$ cat src/rtl/button_poller.sv
// button_poller: scans a 4-button peripheral, debounces each bit and queues press/release events.
// Optional BUTTON_POLLER_IRQ_EN adds an irq output that lags evt_valid by one cycle.
module button_poller #(
    parameter int SCAN_DIV       = 16,
    parameter int DEBOUNCE_TICKS = 4,
    parameter int FIFO_DEPTH     = 4
) (
    input  logic       clk,
    input  logic       reset,
    output logic [3:0] dev_address,
    output logic       dev_enable,
    output logic       dev_mode,
    input  logic [7:0] dev_data,
    output logic       evt_valid,
    output logic [7:0] evt_data,
    input  logic       evt_pop,
    output logic [3:0] stable,
    output logic       overflow,
    input  logic       clear_overflow
`ifdef BUTTON_POLLER_IRQ_EN
    ,
    output logic       irq
`endif
);
    localparam logic [0:0] IDLE = 1'b0;
    localparam logic [0:0] SCAN = 1'b1;
    localparam int DW = $clog2(SCAN_DIV + 1);
    localparam int CW = $clog2(DEBOUNCE_TICKS + 1);
    localparam int AW = $clog2(FIFO_DEPTH);
    localparam int OW = AW + 1;

    logic [0:0]    state_q, state_d;
    logic [DW-1:0] div_q, div_d;
    logic [1:0]    idx_q, idx_d;
    logic [CW-1:0] cnt_q [4];
    logic [CW-1:0] cnt_d [4];
    logic [3:0]    stable_q, stable_d;
    logic [7:0]    mem_q [FIFO_DEPTH];
    logic [AW-1:0] wr_q, wr_d, rd_q, rd_d;
    logic [OW-1:0] count_q, count_d;
    logic          ovf_q, ovf_d;
    logic          push, pop, full, wr_en, drop, sample;
    logic [7:0]    push_data;
    logic          unused_data;

    assign unused_data = ^dev_data[7:1];
    assign sample      = dev_data[0];

    always_comb begin
        state_d = state_q;
        div_d   = div_q;
        idx_d   = idx_q;
        if (state_q == IDLE) begin
            div_d = (div_q == DW'(SCAN_DIV - 1)) ? '0 : div_q + DW'(1);
            state_d = (div_q == DW'(SCAN_DIV - 1)) ? SCAN : IDLE;
            idx_d = 2'd0;
        end else begin
            idx_d   = idx_q + 2'd1;
            state_d = (idx_q == 2'd3) ? IDLE : SCAN;
        end
    end

    // Only the button addressed this cycle can change, so at most one push per cycle.
    always_comb begin
        cnt_d     = cnt_q;
        stable_d  = stable_q;
        push      = 1'b0;
        push_data = 8'h00;
        if (state_q == SCAN) begin
            if (sample == stable_q[idx_q]) begin
                cnt_d[idx_q] = '0;
            end else if (cnt_q[idx_q] == CW'(DEBOUNCE_TICKS - 1)) begin
                cnt_d[idx_q]    = '0;
                stable_d[idx_q] = sample;
                push            = 1'b1;
                push_data       = {sample, 5'b0, idx_q};
            end else begin
                cnt_d[idx_q] = cnt_q[idx_q] + CW'(1);
            end
        end
    end

    always_comb begin
        full    = (count_q == OW'(FIFO_DEPTH));
        pop     = evt_pop && (count_q != '0);
        wr_en   = push && (!full || pop);
        drop    = push && full && !pop;
        wr_d    = wr_q + AW'(wr_en);
        rd_d    = rd_q + AW'(pop);
        count_d = count_q + OW'(wr_en) - OW'(pop);
        ovf_d   = drop | (ovf_q & ~clear_overflow);
    end

    always_ff @(posedge clk) begin
        if (reset) begin
            state_q  <= IDLE;
            div_q    <= '0;
            idx_q    <= 2'd0;
            cnt_q    <= '{default: '0};
            stable_q <= 4'd0;
            wr_q     <= '0;
            rd_q     <= '0;
            count_q  <= '0;
            ovf_q    <= 1'b0;
        end else begin
            state_q  <= state_d;
            div_q    <= div_d;
            idx_q    <= idx_d;
            cnt_q    <= cnt_d;
            stable_q <= stable_d;
            wr_q     <= wr_d;
            rd_q     <= rd_d;
            count_q  <= count_d;
            ovf_q    <= ovf_d;
        end
    end

    always_ff @(posedge clk) begin
        if (wr_en) mem_q[wr_q] <= push_data;
    end

    assign dev_enable  = (state_q == SCAN);
    assign dev_mode    = (state_q == SCAN);
    assign dev_address = (state_q == SCAN) ? {2'b00, idx_q} : 4'd0;
    assign evt_valid   = (count_q != '0);
    assign evt_data    = evt_valid ? mem_q[rd_q] : 8'h00;
    assign stable      = stable_q;
    assign overflow    = ovf_q;

`ifdef BUTTON_POLLER_IRQ_EN
    logic irq_q;
    always_ff @(posedge clk) begin
        if (reset) irq_q <= 1'b0;
        else irq_q <= evt_valid;
    end
    assign irq = irq_q;
`endif
endmodule

$ cat config.mk
export PLATFORM = sky130hd
export DESIGN_NAME = button_poller
export DESIGN_NICKNAME = d
export VERILOG_FILES = /design/src/rtl/button_poller.sv
export SDC_FILE = /design/constraint.sdc
export NUM_CORES = 1
export LEC_CHECK = 0
export CAP_MARGIN = 10
export CORE_UTILIZATION = 57
export DETAILED_ROUTE_END_ITERATION = 6
export PLACE_DENSITY = 0.95
export SLEW_MARGIN = 10
export SYNTH_ARGS = -nofsm -noshare
export SYNTH_HDL_FRONTEND = slang
export SYNTH_SLANG_ARGS = --single-unit
export TNS_END_PERCENT = 1
$ cat constraint.sdc
create_clock -name clk -period 9.1 [get_ports clk]
set_input_delay 1.82 -clock clk [delete_from_list [all_inputs] [get_ports clk]]
set_output_delay 1.82 -clock clk [all_outputs]
set_load 0.02 [all_outputs]
After elaboration in Yosys (flattened, before gate mapping)
Memories as Yosys holds them, arrays and structs flattened. A register that Yosys moved wholly into a read port is not among the register bits.
Index checks and enable logic that the tools add are counted.
{"block": "op_classes", "n_addsub": 7, "order_cmp": 4, "n_eq_ne": 5, "muxes": 28, "bitwise_logic": 8, "reduce_logical": 12}
{"cell": "$mux W8", "count": 4}
{"cell": "$mux W12", "count": 2}
{"cell": "$and A12 B12 Y12", "count": 1}
{"cell": "$bwmux W12", "count": 1}
{"cell": "$not A12 Y12", "count": 1}
{"cell": "$mux W1", "count": 10}
{"cell": "$mux W3", "count": 3}
{"cell": "$bmux W3 S2", "count": 1}
{"cell": "$demux W3 S2", "count": 1}
{"cell": "$logic_and A1 B1 Y1", "count": 6}
{"cell": "$add A5 B1 Y5 const B", "count": 1}
{"cell": "$eq A5 B4 Y1 const B", "count": 1}
{"cell": "$mux W5", "count": 1}
{"cell": "$add A2 B1 Y2", "count": 2}
{"cell": "$bwmux W4", "count": 1}
{"cell": "$mux W2", "count": 2}
{"cell": "$add A3 B1 Y3", "count": 1}
{"cell": "$add A3 B1 Y3 const B", "count": 1}
{"cell": "$eq A3 B2 Y1 const B", "count": 1}
{"cell": "$eq A3 B3 Y1 const B", "count": 1}
{"cell": "$ge A3 B3 Y1 const B", "count": 1}
{"cell": "$lt A2 B3 Y1 const B", "count": 1}
{"cell": "$lt A3 B1 Y1 const B", "count": 1}
{"cell": "$not A1 Y1", "count": 3}
{"cell": "other kinds (15)", "count": 16}
{"block": "totals", "reg_bits": 32, "mem_bits_rw": 32, "in_bits": 12, "mem_count": 1}
{"name": "mem_q", "depth": 4, "word_bits": 8, "read_ports": 1, "rd_clocked_by_memory_dff": 1, "write_ports": 1, "line": "38", "rtl": "logic [7:0] mem_q [FIFO_DEPTH];"}

Logic depth before layout (Yosys ltp)
{"block": "logic_depth", "depth_word": 11, "ltp_mapped": 14, "depth_no_buf": 12}

Worst setup path after synthesis
Ideal clock, no wire load.
{"block": "synth_timing", "kind": "input port to flip-flop", "start": "input evt_pop", "end": "register count_q[2]", "setup_ps": 127, "arrival_time_ps": 3628, "setup_slack_ps": 5345, "cell_stages": 9, "path_buffers": 0, "cell_sequence": "or4b_2 -> nand3_4 -> ha_1 -> inv_1 -> ha_1 -> fa_1 -> xnor2_1 -> xnor2_1 -> nor2_1"}
{"block": "synth_via", "elab_chain_cells": 5}
{"item": "from (decl)", "line": "16", "rtl": "input logic evt_pop,"}
{"item": "$logic_and A1 B1 Y1 (*)", "line": "85", "rtl": "pop = evt_pop && (count_q != '0);"}
{"item": "$logic_or A1 B1 Y1", "line": "86", "rtl": "wr_en = push && (!full || pop);"}
{"item": "$logic_and A1 B1 Y1", "line": "86"}
{"item": "$add A3 B1 Y3", "line": "90", "rtl": "count_d = count_q + OW'(wr_en) - OW'(pop);"}
{"item": "$sub A3 B1 Y3 (*)", "line": "90"}
{"item": "to (signal assigned)", "line": "113", "rtl": "count_q <= count_d;"}
{"item": "to (decl)", "line": "40", "rtl": "logic [OW-1:0] count_q, count_d;"}
Mark *: on every way between the ends. The rest lies on a longest branch, timed or not.
A chain may end at the register's enable or synchronous reset.

Worst setup path after layout
{"block": "layout_timing", "start": "input dev_data[0]", "end": "register count_q[2]"}
{"block": "layout_via", "elab_chain_cells": 6}
{"item": "from (decl)", "line": "13", "rtl": "input logic [7:0] dev_data,"}
{"item": "$eq A1 B1 Y1", "line": "70", "rtl": "if (sample == stable_q[idx_q]) begin"}
{"item": "$mux W1", "line": "70"}
{"item": "$mux W1", "line": "69", "rtl": "if (state_q == SCAN) begin"}
{"item": "$logic_and A1 B1 Y1", "line": "86"}
{"item": "$add A3 B1 Y3", "line": "90"}
{"item": "$sub A3 B1 Y3", "line": "90"}
Every way passes these cells.

==> metrics.cfg <==
[worst_setup_path]
crit_arrival_ps=4300
slowest_delay_ps=630
worstPathCellList=clkdlybuf4s50_1 -> xor2_4 -> nand3_4 -> ha_1 -> inv_1 -> ha_1 -> fa_1 -> xnor2_1 -> xnor2_1 -> nor2_1
rr_worst_depth=12
required_ps=9340
cp.depth=10
end_kind=flop
crit_family=adder cells
path_max_fanout=10
path_buf_inv=2
slowest_stage=clkdlybuf4s50_1
cp-start-kind=primary input
timing_worst_setup_path_type=in -> reg

[timing]
fin_skew_ps=15.8
period_share=0.446
setup_violations=0
hold_violations=0
grt_setup_unrepaired=no
worst_pin_slew_ps=704
relSlewSlack=0.529
fin_crit_ps=4060
whs_ps=450
slew_violations=0
final.setup.tns_ps=0
max_freq_ghz=0.246

[placement]
dpl_cell_area_sq_um=2240
detailed_place_hpwl_mm=2.66
place_inst=243
place_congestion=0.820
io_buffers=17

[layout]
antennaDiodeCount=0
final_cells=251
drive_above_1_share=0.0878
area_delta_synth_final_pct=9.84
final_area_sq_um=2290
nets=228

[grt]
grt-ovfl-total=0
grt_max_degree=20
grt.total_usage=0.207
grt_pass1_vias=1348
grt_first_pass_wirelength_mm=6.24
antenna_found_initial=0

[drt]
avgViaCountPerCell=5.53
drc_errors=0
wl_per_cell_microns=14.8
ant_nets=0
drt_first_pass_iters=4
vias=1388
drt-initial-drc-count=45
wirelength_mm=3.70

[synth]
synthCells=190
muxShareOfSynthArea=0.0912
synth_edf_count=12
synth_top_family_by_area=simple AND/OR/NAND/NOR gates
synth_ff_type=dfxtp_1
yosysSeqAreaShare=0.480
yosysTopAreaCell=dfxtp_1
synth_area_sq_um=2090
yosys.cell_count.top_type=dfxtp_1
ys_types=40
async_flop_share=0
synth-adder-area-share=0.0756
synth_top_area_frac=0.307
synthTopCellsByArea=dfxtp_1, edfxtp_1, ha_1, nand3_1, mux4_2
yosys.area_share.simple=0.182
yosys_register_bits=44
synthXorXnorAreaFrac=0.0384
synth_commonest_cells=dfxtp_1, nand3_1, o21ai_0
synth_compound_area_frac=0.0654
yosysWarningCount=0
avgSynthCellArea_sq_um=11.0

[pwr]
pwr-share-seq=0.510
p_clk_frac=0.211
comb_power_share=0.279
ir_drop_mv=0.0927
switching_share=0.307
p_leak_nw=0.820
total_power_uw=434
intPower_uw=301
powerDensity_nw_per_um2=189
switchingPower_uw=133

[floorplanning]
num_rows=21
die_h_microns=62.5
die_w_microns=62.5
ios=32
coreArea_sq_um=3420
die_area_sq_um=3910
start_util=0.611

[clock_tree]
cts_buffers=5
hold_buffers=0
cts.sinks=44
htree_num_levels=2
cts_tree=yes
worstSkewPairLatency_ps=360
post_cts_buffers=0
cts-resized-gates=0
cts.path.max_buffers=2
clk_pin_slew_worst_paths_ps=130
cts-root-buf=clkbuf_4

[worst_hold_path]
hold_path_depth=2
min_path_type=reg -> reg

[job]
cap_viol_max_count=0

[outcome]
status=finished clean

[cell families after synthesis]
group | Yosys count
compound gates | 22
simple gates | 69
buf+inv | 26
fa+ha+maj | 12
other cells | 1
mux | 9
flops | 44
xor+xnor | 7
[worst register-to-register path: stages (launching register included)]
cell	delay, ps
dfxtp_1	610
mux4_1	640
ha_1	220
ha_1	220
and2_1	290
nand3_4	170
ha_1	130
inv_1	40
ha_1	200
fa_1	390
xnor2_1	200
xnor2_1	140
nor2_1	50
[cell usage in the layout, fill, tap and decap left out, types with 6 or more instances in the layout]
cell type,instances
clkdlybuf4s50_1,17
conb_1,7
dfxtp_1,32
edfxtp_1,12
ha_1,11
inv_1,9
nand2_1,10
nand3_1,19
nor2_1,11
nor2b_1,9
o21ai_0,13
xnor2_1,6
[state kept, by name (all words and copies together), names as in the netlist, 2 cells and up]
signal	flops
stable	4
count_q	3
wr_q	2
idx_q	2
rd_q	2
mem_q	12
div_q	5
cnt_q	12
[layout make-up]
type                       count  area, sq um
tap                           46         57.6
fill                         264         1120
inverter                      10         37.5
sequential                    44         1000
multi-input combinational    126          970
clock inverter                 3         17.5
clock buffer                   5         37.5
timing repair buffer          17          170
[path summary, 6_finish.rpt]
kind | start | to | slack [ps]
max reg2reg | idx_q[1] | count_q[2] | 5670
min | div_q[4] | div_q[4] | 450
max | dev_data[0] | count_q[2] | 5040
min reg2reg | div_q[4] | div_q[4] | 450
[metrics by stage]
step,setup slack [ps],util
floorplan,5340,-
global placement,4750,0.655
detailed placement,4640,0.655
CTS,5050,0.671
global route,4880,0.671
finish,5040,0.671
[per-layer routing]
metal	GRT usage	vias up	part of all wire
met5	0	-	0
met2	0.371	38	0.53
met3	0.0547	3	0.047
met1	0.238	659	0.41
li1	-	688	-
met4	0.0669	0	0.0089
[power groups by stage]
stage               combinational, mW  sequential [mW]  clock [mW]
floorplan                      0.0819            0.223           0
global placement                0.116            0.225           0
detailed placement              0.121            0.226           0
CTS                             0.122            0.221      0.0941
global route                    0.136            0.223       0.104
finish                          0.121            0.221      0.0915
(Power assumes the default switching activity.)
